### config.mk
export PLATFORM = sky130hd
export DESIGN_NAME = instr_fetch_seq
export DESIGN_NICKNAME = d
export VERILOG_FILES = /design/src/rtl/instr_fetch_seq.sv
export SDC_FILE = /design/constraint.sdc
export NUM_CORES = 1
export LEC_CHECK = 0
export CAP_MARGIN = 20
export CORE_MARGIN = 2
export CORE_UTILIZATION = 40
export DETAILED_ROUTE_END_ITERATION = 10
export GPL_ROUTABILITY_DRIVEN = 0
export PLACE_DENSITY = 0.85
export SLEW_MARGIN = 30
export SYNTH_ARGS = -nofsm -noshare
export SYNTH_HDL_FRONTEND = slang
export SYNTH_SLANG_ARGS = --single-unit
### constraint.sdc
create_clock -name clk -period 2.8 [get_ports clk]
set_clock_uncertainty 0.2 [all_clocks]
set_input_delay 0.56 -clock clk [delete_from_list [all_inputs] [get_ports clk]]
set_output_delay 0.56 -clock clk [all_outputs]
set_load 0.02 [all_outputs]
### src/rtl/instr_fetch_seq.sv
// Instruction fetch sequencer: byte fetch with CB-prefix merge, issue handshake and jumps.
// Optional interrupt pseudo-opcode injection is enabled by defining INTR_INJECT_EN.
module instr_fetch_seq #(
  parameter logic [15:0] RST_PC     = 16'h0000,
  parameter logic [8:0]  IRQ_OPCODE = 9'h1D4
) (
  input  logic        clk,
  input  logic        rst_n,
  output logic        mem_req,
  output logic [15:0] mem_addr,
  input  logic        mem_ack,
  input  logic [7:0]  mem_rdata,
  output logic [8:0]  opcode,
  output logic        opcode_valid,
  input  logic        exec_done,
  input  logic        pc_load,
  input  logic [15:0] pc_load_val,
  output logic [15:0] pc
`ifdef INTR_INJECT_EN
  ,
  input  logic        irq_req,
  output logic        irq_ack
`endif
);

  // state    | meaning
  // IDLE     | one-cycle settle after reset
  // FETCH    | reading an opcode byte at pc
  // FETCH_CB | reading the byte that follows a CB prefix
  // ISSUE    | opcode held valid until exec_done
  typedef enum logic [1:0] {
    IDLE     = 2'd0,
    FETCH    = 2'd1,
    FETCH_CB = 2'd2,
    ISSUE    = 2'd3
  } state_t;

  localparam logic [7:0] CB_PREFIX = 8'hCB;

  // Opcodes at or above 475 collide with the microcode table tail.
  if (IRQ_OPCODE >= 9'd475) begin : g_irq_opcode_check
    $error("IRQ_OPCODE must be below 475");
  end

  state_t state, state_nxt;
  logic   take_irq;

`ifdef INTR_INJECT_EN
  logic in_irq;
`endif

  always_ff @(posedge clk or negedge rst_n) begin
    if (!rst_n) state <= IDLE;
    else        state <= state_nxt;
  end

  always_comb begin
    state_nxt = state;
    take_irq  = 1'b0;
    case (state)
      IDLE:     state_nxt = FETCH;
      FETCH:    if (mem_ack) state_nxt = (mem_rdata == CB_PREFIX) ? FETCH_CB : ISSUE;
      FETCH_CB: if (mem_ack) state_nxt = ISSUE;
      ISSUE: begin
        if (exec_done) begin
`ifdef INTR_INJECT_EN
          // An injected opcode always returns to FETCH, so interrupts never chain.
          if (irq_req && !in_irq) take_irq = 1'b1;
          else                    state_nxt = FETCH;
`else
          state_nxt = FETCH;
`endif
        end
      end
      default:  state_nxt = IDLE;
    endcase
  end

  always_ff @(posedge clk or negedge rst_n) begin
    if (!rst_n) begin
      pc     <= RST_PC;
      opcode <= 9'h000;
`ifdef INTR_INJECT_EN
      irq_ack <= 1'b0;
      in_irq  <= 1'b0;
`endif
    end else begin
`ifdef INTR_INJECT_EN
      irq_ack <= 1'b0;
`endif
      case (state)
        FETCH: begin
          if (mem_ack) begin
            pc <= pc + 16'd1;
            if (mem_rdata != CB_PREFIX) opcode <= {1'b0, mem_rdata};
          end
        end
        FETCH_CB: begin
          if (mem_ack) begin
            pc     <= pc + 16'd1;
            opcode <= {1'b1, mem_rdata};
          end
        end
        ISSUE: begin
          if (pc_load) pc <= pc_load_val;
`ifdef INTR_INJECT_EN
          if (take_irq) begin
            opcode  <= IRQ_OPCODE;
            irq_ack <= 1'b1;
            in_irq  <= 1'b1;
          end else if (exec_done) begin
            in_irq <= 1'b0;
          end
`endif
        end
        default: ;
      endcase
    end
  end

`ifndef INTR_INJECT_EN
  logic unused_take_irq;
  assign unused_take_irq = take_irq;
`endif

  assign mem_req      = (state == FETCH) || (state == FETCH_CB);
  assign mem_addr     = pc;
  assign opcode_valid = (state == ISSUE);

endmodule
### Yosys cells after proc, flatten, opt, wreduce, memory -nomap -nowiden

Index checks and enable logic that the tools add are counted.
W data, S select, Z words.

* bits in registers: 27
* output and inout port bits: 43
* word-level logic and storage cells: 35

* $add $sub $neg: 1
* equality and inequality tests: 11
* multiplexer cells: 12
* reductions and logical operators: 8

Operator list (number)
* $mux W16: 2
* $pmux W16 S2: 1
* $mux W9: 3
* $pmux W9 S2: 1
* $add A16 B1 Y16 const B: 1
* $eq A8 B8 Y1 const B: 1
* $ne A8 B8 Y1 const B: 1
* $pmux W2 S4: 1
* $mux W2: 3
* $ne A2 B1 Y1 const B: 3
* $ne A2 B2 Y1 const B: 3
* $reduce_and A3 Y1: 2
* $eq A2 B2 Y1 const B: 2
* $reduce_and A4 Y1: 1
* $reduce_bool A2 Y1: 2
* $eq A2 B1 Y1 const B: 1
* $logic_not A2 Y1: 1
* $reduce_or A2 Y1: 1
* $logic_or A1 B1 Y1: 1
* $mux W1: 1

### Logic depth before layout (Yosys ltp)

Gate-level depths: netlist of run 1.

* depth in word-level cells: 4
* gate-level depth with buffers: 8
* depth with buffers taken out: 6

### Worst setup path after synthesis of run 1

OpenSTA, ideal clock, no wires.

* path type: flip-flop to flip-flop
* from: reg state[0]
* to: reg pc[13] (netlist: mem_addr[13])
* arrival: 1898 ps
* data required time: 2469 ps
* path slack: 571 ps
* cell stages (with the launch flop): 8
* period minus slack after synthesis: 2229 ps
* cells stage by stage: dfrtp_1 > inv_1 > ha_1 > nor2b_1 > or3_1 > clkbuf_1 > or3_1 > nor4b_1

* word-level cells in the longest chain between the ends: 4

RTL lines
* start: declaration: line 45 `state_t state, state_nxt;`
* start signal: assignment: line 54 `else state <= state_nxt;`
* $eq A2 B1 Y1 / $eq A2 B2 Y1 (equally long branches): line 91 `case (state)`
* $reduce_or A2 Y1 (no line)
* $ne A2 B1 Y1 (no line) / $reduce_bool A2 Y1 (equally long branches)
* $reduce_and A3 Y1 (no line)
* end signal: assignment: line 94 `pc <= pc + 16'd1;`
* end signal: assignment: line 100 `pc <= pc + 16'd1;`
* end signal: assignment: line 105 `if (pc_load) pc <= pc_load_val;`
* end: declaration: line 18 `output logic [15:0] pc`

Several ways; a longest one is shown, not always the timed one.
A chain may end at the register's enable or synchronous reset.

### Worst setup path in the final report of run 1

* from: reg state[1]
* to: out mem_req

* word-level cells in the longest chain between the ends: 2

RTL lines
* $eq A2 B1 Y1 / $eq A2 B2 Y1 (equally long branches): line 126 `assign mem_req = (state == FETCH) || (state == FETCH_CB);`
* $logic_or A1 B1 Y1 *: line 126
* end: declaration: line 9 `output logic mem_req,`

Every way passes the cells marked *; elsewhere a longest branch is shown, timed or not.

==> results.cfg, run 1 <==
[outcome]
status = complete, no violations

[synthesis]
synth_area_mm2 = 0.00172
syn_nets = 217
synth_edf_count = 0
synth_area_per_cell_um2 = 9.41
async_flop_share_pct = 100
synth_largest_area_cell = dfrtp_1
synth_warnings = 0
synth_top_flop_cell = dfrtp_1
synth_commonest_cells = 27 x dfrtp_1, 16 x buf_4, 13 x nand2_1, 11 x a21oi_1, 11 x o21ai_0
synth_seq_cells = 27
syn_inst = 183
yosysMostFrequentCell = dfrtp_1
netlist.area_leader.share_pct = 39.2
ys_seq_area_share_pct = 39.2
yosys-top-cells-area = dfrtp_1 39%, buf_4 7.0%, mux2_2 6.5%
synth_cell_types = 48

[setup_path]
cp-start-kind = flop
crit_fanout = 4
cp-end-kind = output pin
worstPathArrival_ns = 1.71
required_ns = 2.04
crit_type = flop to output pin

[global_routing]
grt_pass1_wl_um = 7270
track_usage_pct = 18.0
grt_pass1_vias = 1591
antenna_found_initial = 0
overflow = 0
grt_max_degree = 31

[floorplan]
die-area_mm2 = 0.00485
initial_core_util_pct = 42.2
dieWidth_um = 69.6
boundaryPins = 72
core-area_mm2 = 0.00409
rows = 23
die_height_um = 69.6

[detailed_routing]
ant_nets = 0
num_vias = 1621
drt-total-wl_um = 4380
route.detailed.wl_per_inst_um = 15.2
drt-initial-drc-count = 129
route.detailed.drc = 0
viasPerCell = 5.61
drt_first_pass_iters = 4

[final_layout]
fin_nets = 274
finalNonFillerCells = 289
fillers = 357
post_route_cells_drive_above_1_share_pct = 10.5
antenna_cells = 0
area_growth_pct = 40.4

[pwr]
powerDensity_mw_per_mm2 = 1310
seqPwrFrac_pct = 26.3
power_switching_w = 0.00147
p_total_w = 0.00316
power_frac_comb_pct = 66.1
switching_share_pct = 46.5
internal_power_w = 0.00169
p_clk_share_pct = 7.5
vdd_ir_drop_max_mv = 0.617
leakage_nw = 0.941

[clock_tree]
htreeDepth = 1
clk_latency_ns = 0.28
numCtsBuffers = 3
path_clk_slew_ns = 0.10
postCtsSetupRepairBufs = 0
clock_sinks = 27
clockRootBuffer = clkbuf_8
clock_path_buffers = 2
cts_tree = yes
ctsResizeCount = 0
holdBufCountCts = 0

[sta]
rsz0062_at_grt = false
slew_headroom_pct = 69.7
setup-tns-final_ns = 0
hold_violations = 0
tightestPinTransition_ns = 0.452
fmax_mhz = 405
fin_crit_ns = 2.47
setup_viol = 0
finalCritPeriodShare_pct = 88.2
drv_slew = 0

[flow_run]
cap_violations = 0

[placed_design]
io_buffers = 71
dpl.hpwl_um = 3290
place_inst = 285

[min_path]
hp-class = flop to flop
-- cell families after synthesis --
group / count (synthesis) / share of synthesized area, %
muxes: 14 / 8.86
adders and majority gates: 5 / 3.63
DFF: 27 / 39.2
and+or+nand+nor: 64 / 21.9
buffers and inverters: 30 / 10.6
AOI/OAI and AO/OA: 43 / 15.8
-- metal layers --
metal | part of all wire (%) | global-route usage (%)
met1 | 42 | 22.0
met2 | 48 | 31.6
met3 | 9.1 | 4.65
met4 | 0.80 | 4.70
met5 | 0 | 0
-- final cells by class --
class                           instances  area (um^2)  share of cell area, %
Clock buffer                            3         41.3                   1.71
Clock inverter                          1         7.51                  0.310
Inverter                                7         26.3                   1.09
Multi-Input combinational cell        126          865                   35.7
Sequential cell                        27          676                   27.9
Tap cell                               50         62.6                   2.59
Timing Repair Buffer                   75          741                   30.6
-- power groups by stage --
stage	logic (W)	clock network [W]	registers [W]
2_1_floorplan	0.00119	0	0.00101
3_3_place_gp	0.00205	0	0.000833
3_5_place_dp	0.00209	0	0.000842
4_1_cts	0.00210	0.000245	0.000834
5_1_grt	0.00225	0.000260	0.000879
6_report	0.00209	0.000238	0.000834
-- state kept, by name, summed over array words and instances, names as in the netlist --
name,flops
mem_addr,16
opcode,9
state,2
-- through the flow --
| step | utilization (%) | hold slack [ns] | instance area [um^2] | setup WS (ns) |
|---|---|---|---|---|
| 2_1_floorplan | - | 0.0644 | 1720 | 0.571 |
| 3_3_place_gp | 58.0 | 0.289 | 2370 | 0.345 |
| 3_5_place_dp | 58.0 | 0.296 | 2370 | 0.288 |
| 4_1_cts | 59.2 | 0.321 | 2420 | 0.329 |
| 5_1_grt | 59.2 | 0.334 | 2420 | 0.241 |
| 6_report | 59.2 | 0.321 | 2420 | 0.331 |
-- critical path: stages, from the launching register on --
cell	delay, ns
dfrtp_1	0.41
inv_1	0.08
ha_1	0.32
clkdlybuf4s50_1	0.62
-- placed cells by master, fill, tap and decap left out, types with 4 or more instances in the layout --
cell             netlist  layout
nor2_1                 8       8
a21oi_1               11      11
and3_1                 4       4
clkdlybuf4s50_1        0      71
nor4_1                 7       7
inv_1                  6       6
o21ai_0               11      11
dfrtp_1               27      27
mux2_2                10      10
buf_4                 16       4
nand2_1               13      13
mux2i_1                4       4
ha_1                   5       5
nand3_1                9       9
-- final timing paths --
| path | from | end | slack, ns | cells past startpoint |
|---|---|---|---|---|
| setup / recovery | state[1] | mem_req | 0.33 | 3 |
| hold / removal | opcode[7] | opcode[7] | 0.32 | 1 |
| setup reg to reg | state[0] | mem_addr[13] | 0.53 | 6 |
| hold reg to reg | opcode[7] | opcode[7] | 0.32 | 1 |
| max in group asynchronous | rst_n | mem_addr[8] | 1.67 | 2 |
| min in group asynchronous | rst_n | opcode[4] | 0.45 | 2 |
(Power assumes the default switching activity.)
==> run 2: changes to the inputs <==
PLACE_DENSITY = unset   (was 0.85)
PLACE_DENSITY_LB_ADDON = 0.12   (was unset)
==> results.cfg, run 2 (synthesized netlist as in run 1, its figures left out) <==
[outcome]
status = complete, no violations

[detailed_routing]
drt-total-wl_um = 4180
num_vias = 1574
drt_first_pass_iters = 4
route.detailed.drc = 0
dr_wl_met3_um = 314
drt-initial-drc-count = 75
wl_met2_um = 1860
route.detailed.wl_per_inst_um = 14.5
viasPerCell = 5.45
ant_nets = 0
met1_length_um = 1970
highest-signal-layer = met4

[sta]
fmax_mhz = 408
finalCritPeriodShare_pct = 87.5
drv_slew = 0
hold_violations = 0
slew_headroom_pct = 65.5
tightestPinTransition_ns = 0.513
rsz0062_at_grt = false
setup-tns-final_ns = 0
worst_slack_ns = 0.350
fin_crit_ns = 2.45
setup_viol = 0

[placed_design]
dpl.hpwl_um = 3030
io_buffers = 71
pre_cts_slack_ns = 0.292

[final_layout]
fin_nets = 274
mostFrequentLayoutCells = 71 x clkdlybuf4s50_1, 27 x dfrtp_1, 13 x nand2_1, 11 x a21oi_1, 11 x o21ai_0
layout_commonest_cell = clkdlybuf4s50_1
antenna_cells = 0
largest_reg_flops = 16
post_route_cells_drive_above_1_share_pct = 10.5
area_growth_pct = 40.2

[clock_tree]
cts_tree = yes
clock_path_buffers = 2
htreeDepth = 1
holdBufCountCts = 0
path_clk_slew_ns = 0.09
ctsResizeCount = 0
numCtsBuffers = 3
clk_latency_ns = 0.28
postCtsSetupRepairBufs = 0
clockRootBuffer = clkbuf_8
clock_sinks = 27

[global_routing]
grt_pass1_wl_um = 6980
overflow = 0
track_usage_pct = 17.6
grt_max_degree = 34
antenna_found_initial = 0
grt_pass1_vias = 1421

[floorplan]
initial_core_util_pct = 42.2
die-area_mm2 = 0.00485
dieWidth_um = 69.6
rows = 23
boundaryPins = 72
core-area_mm2 = 0.00409
die_height_um = 69.6

[setup_path]
worstRegToRegCells = 6
crit_fanout = 4
rr_startpoint = state[0]
timing.rr.end = mem_addr[13]
worstPathArrival_ns = 1.69
cp-start-kind = flop
required_ns = 2.04
crit_type = flop to output pin
r2r_slack_ns = 0.51
cp-end-kind = output pin

[flow_run]
cap_violations = 0

[min_path]
min-delay-start = opcode[6]
holdPathStages = 1
holdPathEnd = opcode[6]
hp-class = flop to flop

[pwr]
vdd_ir_drop_max_mv = 0.652
leakage_nw = 0.944
powerDensity_mw_per_mm2 = 1300
[run 2: worst max path at each step]
stage | slack, ns | startpoint | to | depth (start not counted)
after floorplan | 0.57 | state[0] | mem_addr[13] | 7
after global placement | 0.35 | mem_ack | mem_addr[13] | 5
after detailed placement | 0.29 | mem_ack | mem_addr[13] | 5
after CTS | 0.33 | state[1] | mem_req | 3
after global routing | 0.25 | state[1] | mem_req | 3
final | 0.35 | state[1] | mem_req | 3
[run 2: layout make-up]
cell class                      instances  area, um^2
Sequential cell                        27         676
Clock buffer                            3        41.3
Clock inverter                          1        5.00
Inverter                                7        26.3
Timing Repair Buffer                   75         741
Fill cell                             391        1670
Multi-Input combinational cell        126         865
Tap cell                               50        62.6
[run 2: metrics by stage]
stage / cell area, um^2 / hold slack, ns / total power, W / util, % / std cells
final: 2420 / 0.313 / 0.00313 / 59.1 / 289
after global routing: 2420 / 0.334 / 0.00336 / 59.1 / 289
after CTS: 2420 / 0.322 / 0.00315 / 59.1 / 289
after detailed placement: 2370 / 0.300 / 0.00292 / 58.0 / 285
after global placement: 2370 / 0.290 / 0.00290 / 58.0 / 285
after floorplan: 1720 / 0.0644 / 0.00221 / - / 183
[run 2: critical path, cell delays in order (launching register included)]
cell	delay (ns)
dfrtp_1	0.40
inv_1	0.08
ha_1	0.32
clkdlybuf4s50_1	0.61
[run 2: report_power, final]
group	total, W	switching (W)	internal, W
Clock	0.000225	0.000126	0.0000999
Combinational	0.00207	0.00107	0.000998
Sequential	0.000837	0.000247	0.000590
Total	0.00313	0.00145	0.00169
[run 2: per-layer routing]
metal	vias to the layer above	global-route usage (%)
met4	0	3.63
met5	-	0
met1	731	25.8
met3	4	4.07
li1	780	-
met2	59	26.6
